### src/rtl/uart_pkg.sv
// Shared definitions for the UART TX drain controller: FSM encoding and
// default timing constants.
package uart_pkg;

  typedef enum logic [2:0] {
    IDLE    = 3'd0,
    READ    = 3'd1,
    WAIT    = 3'd2,
    PRESENT = 3'd3,
    GAP     = 3'd4
  } drain_state_e;

  localparam int unsigned RD_LATENCY_DEF = 2;
  localparam int unsigned GAP_CYCLES_DEF = 0;

endpackage

### src/rtl/uart_tx_drain_ctrl_if.sv
// FIFO read port and transmitter handshake seen by the drain controller.
interface uart_tx_drain_ctrl_if;

  logic       fifo_empty;
  logic [7:0] fifo_data;
  logic       fifo_read_n;
  logic       tx_ready;
  logic       tx_valid;
  logic [7:0] tx_data;

  modport master (
    input  fifo_empty, fifo_data, tx_ready,
    output fifo_read_n, tx_valid, tx_data
  );

  modport slave (
    output fifo_empty, fifo_data, tx_ready,
    input  fifo_read_n, tx_valid, tx_data
  );

endinterface

### src/rtl/uart_sync2.sv
// Two-flop synchroniser for a single asynchronous level; both flops reset
// to RESET_VAL.
module uart_sync2 #(
  parameter logic RESET_VAL = 1'b0
) (
  input  logic clock,
  input  logic reset_n,
  input  logic d,
  output logic q
);

  logic meta_d, meta_q;
  logic sync_d, sync_q;

  always_comb begin
    meta_d = d;
    sync_d = meta_q;
  end

  always_ff @(posedge clock or negedge reset_n) begin
    if (!reset_n) begin
      meta_q <= RESET_VAL;
      sync_q <= RESET_VAL;
    end else begin
      meta_q <= meta_d;
      sync_q <= sync_d;
    end
  end

  assign q = sync_q;

endmodule

### src/rtl/uart_tx_drain_ctrl.sv
// Read-side sequencer for the UART TX FIFO: fetches one byte at a time,
// presents it over valid/ready, with CTS gating, inter-byte gap and flush.
module uart_tx_drain_ctrl
  import uart_pkg::*;
#(
  parameter int unsigned RD_LATENCY = RD_LATENCY_DEF,
  parameter int unsigned GAP_CYCLES = GAP_CYCLES_DEF,
  parameter int unsigned CNT_WIDTH  = 16
) (
  input  logic                   clock,
  input  logic                   reset_n,
  input  logic                   enable,
  input  logic                   cts_n,
  input  logic                   flush,
  uart_tx_drain_ctrl_if.master   bus,
  output logic                   busy,
  output logic [CNT_WIDTH-1:0]   sent_count
);

  localparam logic [2:0] LAT_LOAD = 3'(RD_LATENCY - 1);
  localparam logic [7:0] GAP_LOAD = (GAP_CYCLES == 0) ? 8'd0 : 8'(GAP_CYCLES - 1);

  drain_state_e         state_d, state_q;
  logic [2:0]           lat_d, lat_q;
  logic [7:0]           gap_d, gap_q;
  logic                 discard_d, discard_q;
  logic                 rd_n_d, rd_n_q;
  logic                 valid_d, valid_q;
  logic [7:0]           data_d, data_q;
  logic [CNT_WIDTH-1:0] cnt_d, cnt_q;

  logic cts_sync;
  logic cts_ok;
  logic handshake;

  uart_sync2 #(.RESET_VAL(1'b1)) u_cts_sync (
    .clock   (clock),
    .reset_n (reset_n),
    .d       (cts_n),
    .q       (cts_sync)
  );

  assign cts_ok    = !cts_sync;
  assign handshake = (state_q == PRESENT) && bus.tx_ready;

  always_comb begin
    state_d   = state_q;
    lat_d     = lat_q;
    gap_d     = gap_q;
    discard_d = discard_q;
    data_d    = data_q;
    cnt_d     = cnt_q;

    case (state_q)
      IDLE: begin
        if (!bus.fifo_empty && (flush || (enable && cts_ok))) state_d = READ;
      end
      READ: begin
        lat_d     = LAT_LOAD;
        discard_d = flush;
        state_d   = WAIT;
      end
      WAIT: begin
        // A flush seen anywhere in the read window turns this read into a discard.
        discard_d = discard_q | flush;
        if (lat_q == '0) begin
          if (discard_q || flush) begin
            state_d = IDLE;
          end else begin
            data_d  = bus.fifo_data;
            state_d = PRESENT;
          end
        end else begin
          lat_d = lat_q - 3'd1;
        end
      end
      PRESENT: begin
        if (handshake) begin
          cnt_d = cnt_q + CNT_WIDTH'(1);
          if (GAP_CYCLES == 0) begin
            state_d = IDLE;
          end else begin
            gap_d   = GAP_LOAD;
            state_d = GAP;
          end
        end else if (flush) begin
          state_d = IDLE;
        end
      end
      GAP: begin
        if (flush || (gap_q == '0)) state_d = IDLE;
        else                        gap_d   = gap_q - 8'd1;
      end
      default: state_d = IDLE;
    endcase

    // Strobe and valid are registered by decoding the next state.
    rd_n_d  = (state_d != READ);
    valid_d = (state_d == PRESENT);
  end

  always_ff @(posedge clock or negedge reset_n) begin
    if (!reset_n) begin
      state_q   <= IDLE;
      lat_q     <= '0;
      gap_q     <= '0;
      discard_q <= 1'b0;
      rd_n_q    <= 1'b1;
      valid_q   <= 1'b0;
      data_q    <= '0;
      cnt_q     <= '0;
    end else begin
      state_q   <= state_d;
      lat_q     <= lat_d;
      gap_q     <= gap_d;
      discard_q <= discard_d;
      rd_n_q    <= rd_n_d;
      valid_q   <= valid_d;
      data_q    <= data_d;
      cnt_q     <= cnt_d;
    end
  end

  assign bus.fifo_read_n = rd_n_q;
  assign bus.tx_valid    = valid_q;
  assign bus.tx_data     = data_q;
  assign sent_count      = cnt_q;
  assign busy            = (state_q != IDLE) || (flush && !bus.fifo_empty);

endmodule

### src/flat_wrapper.sv
// flat-port wrapper written by rule: the top's interface ports become plain ports
module uart_tx_drain_ctrl_flat import uart_pkg::*;
#(
  parameter int unsigned RD_LATENCY = RD_LATENCY_DEF,
  parameter int unsigned GAP_CYCLES = GAP_CYCLES_DEF,
  parameter int unsigned CNT_WIDTH  = 16
)
  (clock, reset_n, enable, cts_n, flush, busy, sent_count, bus_fifo_empty, bus_fifo_data, bus_tx_ready, bus_fifo_read_n, bus_tx_valid, bus_tx_data);
  uart_tx_drain_ctrl_if bus_i ();
  input  logic clock;
  input  logic reset_n;
  input  logic enable;
  input  logic cts_n;
  input  logic flush;
  output logic busy;
  output logic [CNT_WIDTH-1:0] sent_count;
  input wire logic [$bits(bus_i.fifo_empty)-1:0] bus_fifo_empty;
  input wire logic [$bits(bus_i.fifo_data)-1:0] bus_fifo_data;
  input wire logic [$bits(bus_i.tx_ready)-1:0] bus_tx_ready;
  output wire logic [$bits(bus_i.fifo_read_n)-1:0] bus_fifo_read_n;
  output wire logic [$bits(bus_i.tx_valid)-1:0] bus_tx_valid;
  output wire logic [$bits(bus_i.tx_data)-1:0] bus_tx_data;
  assign bus_i.fifo_empty = bus_fifo_empty;
  assign bus_i.fifo_data = bus_fifo_data;
  assign bus_i.tx_ready = bus_tx_ready;
  assign bus_fifo_read_n = bus_i.fifo_read_n;
  assign bus_tx_valid = bus_i.tx_valid;
  assign bus_tx_data = bus_i.tx_data;
  uart_tx_drain_ctrl #(.RD_LATENCY(RD_LATENCY), .GAP_CYCLES(GAP_CYCLES), .CNT_WIDTH(CNT_WIDTH)) u_core (.clock(clock), .reset_n(reset_n), .enable(enable), .cts_n(cts_n), .flush(flush), .bus(bus_i), .busy(busy), .sent_count(sent_count));
endmodule
### config.mk
export PLATFORM = sky130hd
export DESIGN_NAME = uart_tx_drain_ctrl_flat
export DESIGN_NICKNAME = d
export VERILOG_FILES = /design/src/rtl/uart_pkg.sv /design/src/rtl/uart_tx_drain_ctrl_if.sv /design/src/rtl/uart_sync2.sv /design/src/rtl/uart_tx_drain_ctrl.sv /design/src/flat_wrapper.sv
export SDC_FILE = /design/constraint.sdc
export NUM_CORES = 1
export LEC_CHECK = 0
export ABC_AREA = 1
export BUFFER_PORTS_ARGS = -buffer_cell sky130_fd_sc_hd__buf_2
export CAP_MARGIN = 40
export CORE_UTILIZATION = 40
export DETAILED_ROUTE_END_ITERATION = 10
export PLACE_DENSITY = 0.64
export SETUP_SLACK_MARGIN = 0.15
export SYNTH_ARGS = -nofsm -noshare
export SYNTH_HDL_FRONTEND = slang
export SYNTH_SLANG_ARGS = --single-unit
### constraint.sdc
create_clock -name clock -period 3.1 [get_ports clock]
set_input_delay 0.31 -clock clock [delete_from_list [all_inputs] [get_ports clock]]
set_output_delay 0.31 -clock clock [all_outputs]
set_load 0.05 [all_outputs]
==> results of run 1 <==
==> layout make-up <==
| type | count | area [um^2] | area share |
|---|---|---|---|
| Clock buffer | 6 | 72.6 | 0.0285 |
| Clock inverter | 2 | 37.5 | 0.0147 |
| Inverter | 45 | 169 | 0.0663 |
| Multi-Input combinational cell | 159 | 866 | 0.340 |
| Sequential cell | 43 | 1080 | 0.424 |
| Tap cell | 70 | 87.6 | 0.0344 |
| Timing Repair Buffer | 43 | 235 | 0.0923 |
==> routing by layer <==
| layer | track usage | part of all wire | vias up |
|---|---|---|---|
| met3 | 0.0335 | 0.039 | 2 |
| met4 | 0.0377 | 0.0053 | 0 |
| met1 | 0.200 | 0.48 | 744 |
| li1 | - | - | 867 |
| met5 | 0 | 0 | - |
| met2 | 0.250 | 0.48 | 28 |
==> logic make-up after synthesis <==
group                      after synthesis
and+or+nand+nor                        119
buffers and inverters                   47
DFF                                     43
AOI/OAI and AO/OA                       23
xor gates and xnor gates                13
adders and majority gates                4
==> through the flow <==
step                 util  power [uW]  instance area [um^2]
finish              0.496        1850                  2550
global route        0.496        1980                  2550
CTS                 0.496        1870                  2550
detailed placement  0.472        1440                  2430
global placement    0.468        1420                  2410
floorplan               -        1280                  2140
==> synth_stat cells <==
cell       count  area, um^2
nand2_1       62         233
inv_1         43         161
dfrtp_1       40        1000
nor2_1        27         101
nand3_1       14        70.1
o21ai_2        9        78.8
xor2_1         9        78.8
o21ai_0        5        25.0
ha_1           4        50.1
nand4_1        4        25.0
o21ai_1        4        20.0
xnor2_1        4        35.0
dfstp_2        3        78.8
a21oi_1        2        10.0
buf_6          2        22.5
inv_2          2        7.51
nand3_2        2        20.0
nor3_1         2        10.0
nand2_2        1        6.26
nand3b_1       1        7.51
nand4_2        1        12.5
nand4_4        1        21.3
nor2_2         1        6.26
nor3_2         1        10.0
nor3_4         1        16.3
o2111ai_1      1        8.76
o211ai_1       1        7.51
o22ai_1        1        6.26
or2_2          1        6.26
==> worst reg2reg max path, cell delays in order, from the launching register on <==
cell and delay, ns:
dfrtp_1 0.36, inv_1 0.11, ha_1 0.22, nand3_1 0.15
o21ai_2 0.38, inv_1 0.19, nand3_1 0.11, nand2_1 0.05
==> registers in the layout, summed over array words and instances (netlist names) <==
| name | count |
|---|---|
| u_core.lat_q | 3 |
| u_core.gap_q | 8 |
| u_core.state_q | 3 |
| u_core.discard_q | 1 |
| u_core.u_cts_sync.q | 1 |
| u_core.u_cts_sync.meta_q | 1 |
| u_core.sent_count | 16 |
| u_core.bus.tx_data | 8 |
| u_core.bus.tx_valid | 1 |
| u_core.bus.fifo_read_n | 1 |
==> power groups by stage <==
stage	logic, uW	registers (uW)	clock network, uW
2_1_floorplan	259	1020	0
3_3_place_gp	666	758	0
3_5_place_dp	677	761	0
4_1_cts	680	749	446
5_1_grt	744	768	468
6_report	673	749	431
==> worst min-delay path by stage <==
stage                              from                       end  slack [ns]  cells past startpoint
2_1_floorplan                   reset_n     u_core.bus.tx_data[0]        0.01                      0
3_3_place_gp   u_core.u_cts_sync.meta_q       u_core.u_cts_sync.q        0.35                      0
3_5_place_dp                    reset_n      u_core.sent_count[3]        0.27                      1
4_1_cts                           cts_n  u_core.u_cts_sync.meta_q        0.11                      1
5_1_grt                           cts_n  u_core.u_cts_sync.meta_q         0.1                      1
6_report                          cts_n  u_core.u_cts_sync.meta_q        0.11                      1
==> results.cfg, run 1 <==
[flow_run]
cap_violations = 0

[timing]
clock_skew_ns = 0.0101
fin_setup_tns_ns = 0
hold-worst-slack_ns = 0.112
slew_violations = 0
fin_crit_sh = 0.541
worst_slack_ns = 1.42
fmax_ghz = 0.597
hold_viol = 0
worst_pin_slew_ns = 0.419
max_slew_margin = 0.721
rsz0062_at_grt = false
setup_viol = 0
min_period_ns = 1.68

[global_routing]
antenna_found_initial = 0
gr-total-overflow = 0
grt_usage = 0.151
grt_pass1_wl_um = 6470
grt_max_degree = 27
grt_pass1_vias = 1489

[route]
viasPerCell = 4.46
vias = 1641
drt_wl_total_um = 3810
ant_nets = 0
drtPass1Iterations = 4
routedWlPerCell_um = 10.4
remaining_drc_errors = 0
drt_iter0_markers = 70

[power]
ir_worst_vdd_mv = 0.542
p_switching_uw = 765
combPwrFrac = 0.363
p_sw_frac = 0.413
cell_internal_pwr_uw = 1090
p_leak_uw = 0.00138
seq_power_share = 0.404
cellPowerDensity_nw_per_um2 = 727
pwr-share-clk = 0.232

[finish]
area_growth_syn_to_layout_pct = 19.2
final_common_cell = nand2_1
fin_cells = 368
nFillCells = 506
antennaDiodeCount = 0
final_net_count = 316
layout_common_cells = nand2_1 (62), inv_1 (43), buf_2 (41), dfrtp_1 (40), nor2_1 (27)
layout-drive-gt1-share = 0.242

[setup_path]
r2r_cells = 7
crit_chain = inv_1 > ha_1 > nand3_1 > o21ai_2 > inv_1 > nand3_1 > nand2_1
start_kind = flop
rr_startpoint = u_core.gap_q[0]
slowest_stage = o21ai_2
rr_endpoint = u_core.gap_q[2]
crit_fanout = 11
critPathCaptureType = flop
crit_family = compound AO/OA/AOI/OAI gates
crit_path_end = u_core.gap_q[2]
critPathKind = flop to flop
arrival_ns = 1.86
required_ns = 3.29
slowest_delay_ns = 0.38
r2r_setup_slack_ns = 1.42
cp.depth = 7
critPathLaunch = u_core.gap_q[0]
worst-path-buf-inv = 2

[clocking]
clock-sinks = 43
post_cts_buffers = 0
clk_latency_ns = 0.29
postCtsHoldBufs = 1
cts_tree = done
clk_pin_slew_ns = 0.09
ctsResizeCount = 0
clock_path_buffers = 2
cts-htree-levels = 2
clockRootBuffer = clkbuf_8
cts_made_buffers = 5

[yosys]
ys.warnings.count = 0
synth_compound_gate_area_share = 0.0732
ys_types = 29
synth_xor_area_frac = 0.0533
ys_ff_latch = 43
ys_seq_area_frac = 0.505
synthSimpleGateAreaFrac = 0.255
synthesis.nets = 268
synth_mux_area_frac = 0
synth_top_family_by_area = simple AND/OR/NAND/NOR gates
syn_area_um2 = 2140
synthAdderAreaFrac = 0.0234
synth_cells = 249
postSynthAreaPerCell_um2 = 8.58

[worst_hold_path]
hp-class = input pin to flop

[floorplanning]
initial_core_util = 0.416
rows = 26
die_h_um = 75.1
die_area_um2 = 5640
coreArea_um2 = 5140
io_pins = 42
die_w_um = 75.1

[placed_design]
place_ws_ns = 1.40
io_buffers = 41
place_congestion = 0.789
dp.cells = 359
hpwlAfterDp_um = 2880

[status]
status = completed
Note: power is estimated with default switching activity, not from simulation.
==> inputs of run 2 (changes only) <==
- ABC_AREA: 1 -> 0
- PLACE_DENSITY: 0.64 -> 0.67
- clock period: 3.1 -> 1.4 ns (I/O delays scaled with it)
==> results.cfg, run 2 <==
[clocking]
clk_pin_slew_ns = 0.08
cts_made_buffers = 5
cts-htree-levels = 2
clock-sinks = 43
clock_path_buffers = 2
clk_latency_ns = 0.29
clockRootBuffer = clkbuf_8
cts_tree = done

[yosys]
syn_area_um2 = 1950
yosysTopAreaCell = dfrtp_1
ys.warnings.count = 0
yosysMostFrequentCell = dfrtp_1
synth_cells = 174
synth.top_cells.by_count = dfrtp_1 (40), nand2_1 (16), xnor2_1 (13), o21ai_0 (11)
ys_top_cells_by_area = dfrtp_1 (51%), xnor2_1 (5.8%), mux2_2 (5.2%)
dominantRegCellSynth = dfrtp_1
postSynthAreaPerCell_um2 = 11.2
synthArstFlopShare = 1.00
ys_ff_latch = 43
ys_types = 35
synth_edf_count = 0
ys_seq_area_frac = 0.552
synth_top_area_share = 0.512
synthesis.nets = 193

[setup_path]
crit_fanout = 2
critPathKind = flop to flop
r2r_setup_slack_ns = -0.31
arrival_ns = 1.89
required_ns = 1.58
r2r_cells = 4
critPathCaptureType = flop
rr_endpoint = u_core.gap_q[6]
rr_startpoint = u_core.state_q[0]
start_kind = flop

[timing]
hold_viol = 0
slew_violations = 0
setup_viol = 32
hold-worst-slack_ns = 0.0765
min_period_ns = 1.71
fin_crit_sh = 1.22
max_slew_margin = 0.825
worst_slack_ns = -0.308
worst_pin_slew_ns = 0.260
fmax_ghz = 0.585
clock_skew_ns = 0.00349
rsz0062_at_grt = true

[route]
routedWlPerCell_um = 13.1
ant_nets = 0
drt_iter0_markers = 30
vias = 1618
viasPerCell = 4.86
drtPass1Iterations = 4
drt_wl_total_um = 4360
remaining_drc_errors = 0

[worst_hold_path]
whs_path_depth = 2
hp-class = input pin to flop
hold_end = u_core.bus.tx_data[3]
min_from = bus_fifo_data[3]

[power]
combPwrFrac = 0.486
p_switching_uw = 1950
p_leak_uw = 0.00148
p_sw_frac = 0.414
pwr-share-clk = 0.158
seq_power_share = 0.356
cellPowerDensity_nw_per_um2 = 1580
cell_internal_pwr_uw = 2750
ir_worst_vdd_mv = 0.761

[floorplanning]
coreArea_um2 = 4720
initial_core_util = 0.414
die_w_um = 71.9
rows = 25
die_area_um2 = 5170
io_pins = 42
die_h_um = 71.9

[finish]
layout-drive-gt1-share = 0.583
final_common_cell = buf_2
largest_reg_flops = 16
antennaDiodeCount = 0
area_growth_syn_to_layout_pct = 52.2
final_core_util = 0.630
final_net_count = 284
layout_common_cells = buf_2 (39), buf_4 (34), dfrtp_1 (29), nand2_1 (14)

[global_routing]
grt_usage = 0.181
grt_pass1_vias = 1630
gr-total-overflow = 0
antenna_found_initial = 0
grt_max_degree = 44
grt_pass1_wl_um = 7110

[placed_design]
hpwlAfterDp_um = 2670
io_buffers = 41
place_congestion = 0.884

[flow_run]
cap_violations = 0

[status]
violations = negative setup slack
status = complete, but fails checks
## run 2: cells by family after synthesis
group | after synthesis | synth area share
multiplexers | 10 | 0.0576
flip-flops | 43 | 0.552
AND/OR/NAND/NOR | 62 | 0.181
adder cells (fa/ha/maj) | 4 | 0.0256
AO/OA/AOI/OAI | 22 | 0.0647
buffers and inverters | 13 | 0.0294
XOR/XNOR | 20 | 0.0896
## run 2: how the worst max path moves through the flow
stage | depth (start not counted) | slack (ns) | to | start
finish | 4 | -0.31 | u_core.gap_q[6] | u_core.state_q[0]
global route | 4 | -0.37 | u_core.gap_q[6] | u_core.state_q[0]
floorplan | 5 | -0.33 | u_core.gap_q[6] | u_core.state_q[0]
CTS | 4 | -0.26 | u_core.gap_q[6] | u_core.state_q[0]
detailed placement | 4 | -0.25 | u_core.gap_q[6] | u_core.state_q[0]
global placement | 4 | -0.22 | u_core.gap_q[6] | u_core.state_q[0]
## run 2: critical path: stages (launching register included)
cell	delay [ns]
dfrtp_1	0.41
nor4b_4	0.30
nand3b_1	0.14
or4_1	0.44
mux2_4	0.31
## run 2: cell type report
| class | instances | area, um^2 |
|---|---|---|
| tap | 67 | 83.8 |
| clock buffer | 7 | 76.3 |
| inverter | 9 | 33.8 |
| fill | 353 | 1750 |
| clock inverter | 1 | 5.00 |
| timing repair buffer | 88 | 626 |
| multi-input combinational | 118 | 1060 |
| sequential | 43 | 1090 |
## run 2: through the flow
step                setup TNS, ns  total power (uW)  area [um^2]  worst slack [ns]  std cells
floorplan                   -1.63              2990         2020            -0.332        174
global placement            -2.53              3480         2540            -0.218        310
detailed placement          -2.84              3500         2540            -0.255        310
CTS                         -2.41              4530         2840            -0.263        327
global route                -6.15              4980         2980            -0.372        333
finish                      -3.42              4700         2980            -0.308        333
## run 2: power by group through the flow
stage	Combinational (uW)	Sequential, uW	Clock, uW
floorplan	730	2260	0
global placement	1810	1670	0
detailed placement	1830	1680	0
CTS	2090	1670	779
global route	2440	1710	831
finish	2280	1670	743
## run 2: repair_timing
item,CTS,global route
endpoints found under the hold margin,41,0
pin swaps,8,11
gates resized for setup,37,24
endpoints found under the setup margin,39,41
setup buffers,7,6
hold buffers,2,0
gates cloned,0,0
## run 2: metal layers
layer  track usage  vias up  part of all wire
li1              -      788                 -
met1         0.216      788              0.46
met2         0.306       33              0.50
met3        0.0472        9             0.028
met4        0.0828        0             0.018
met5             0        -                 0
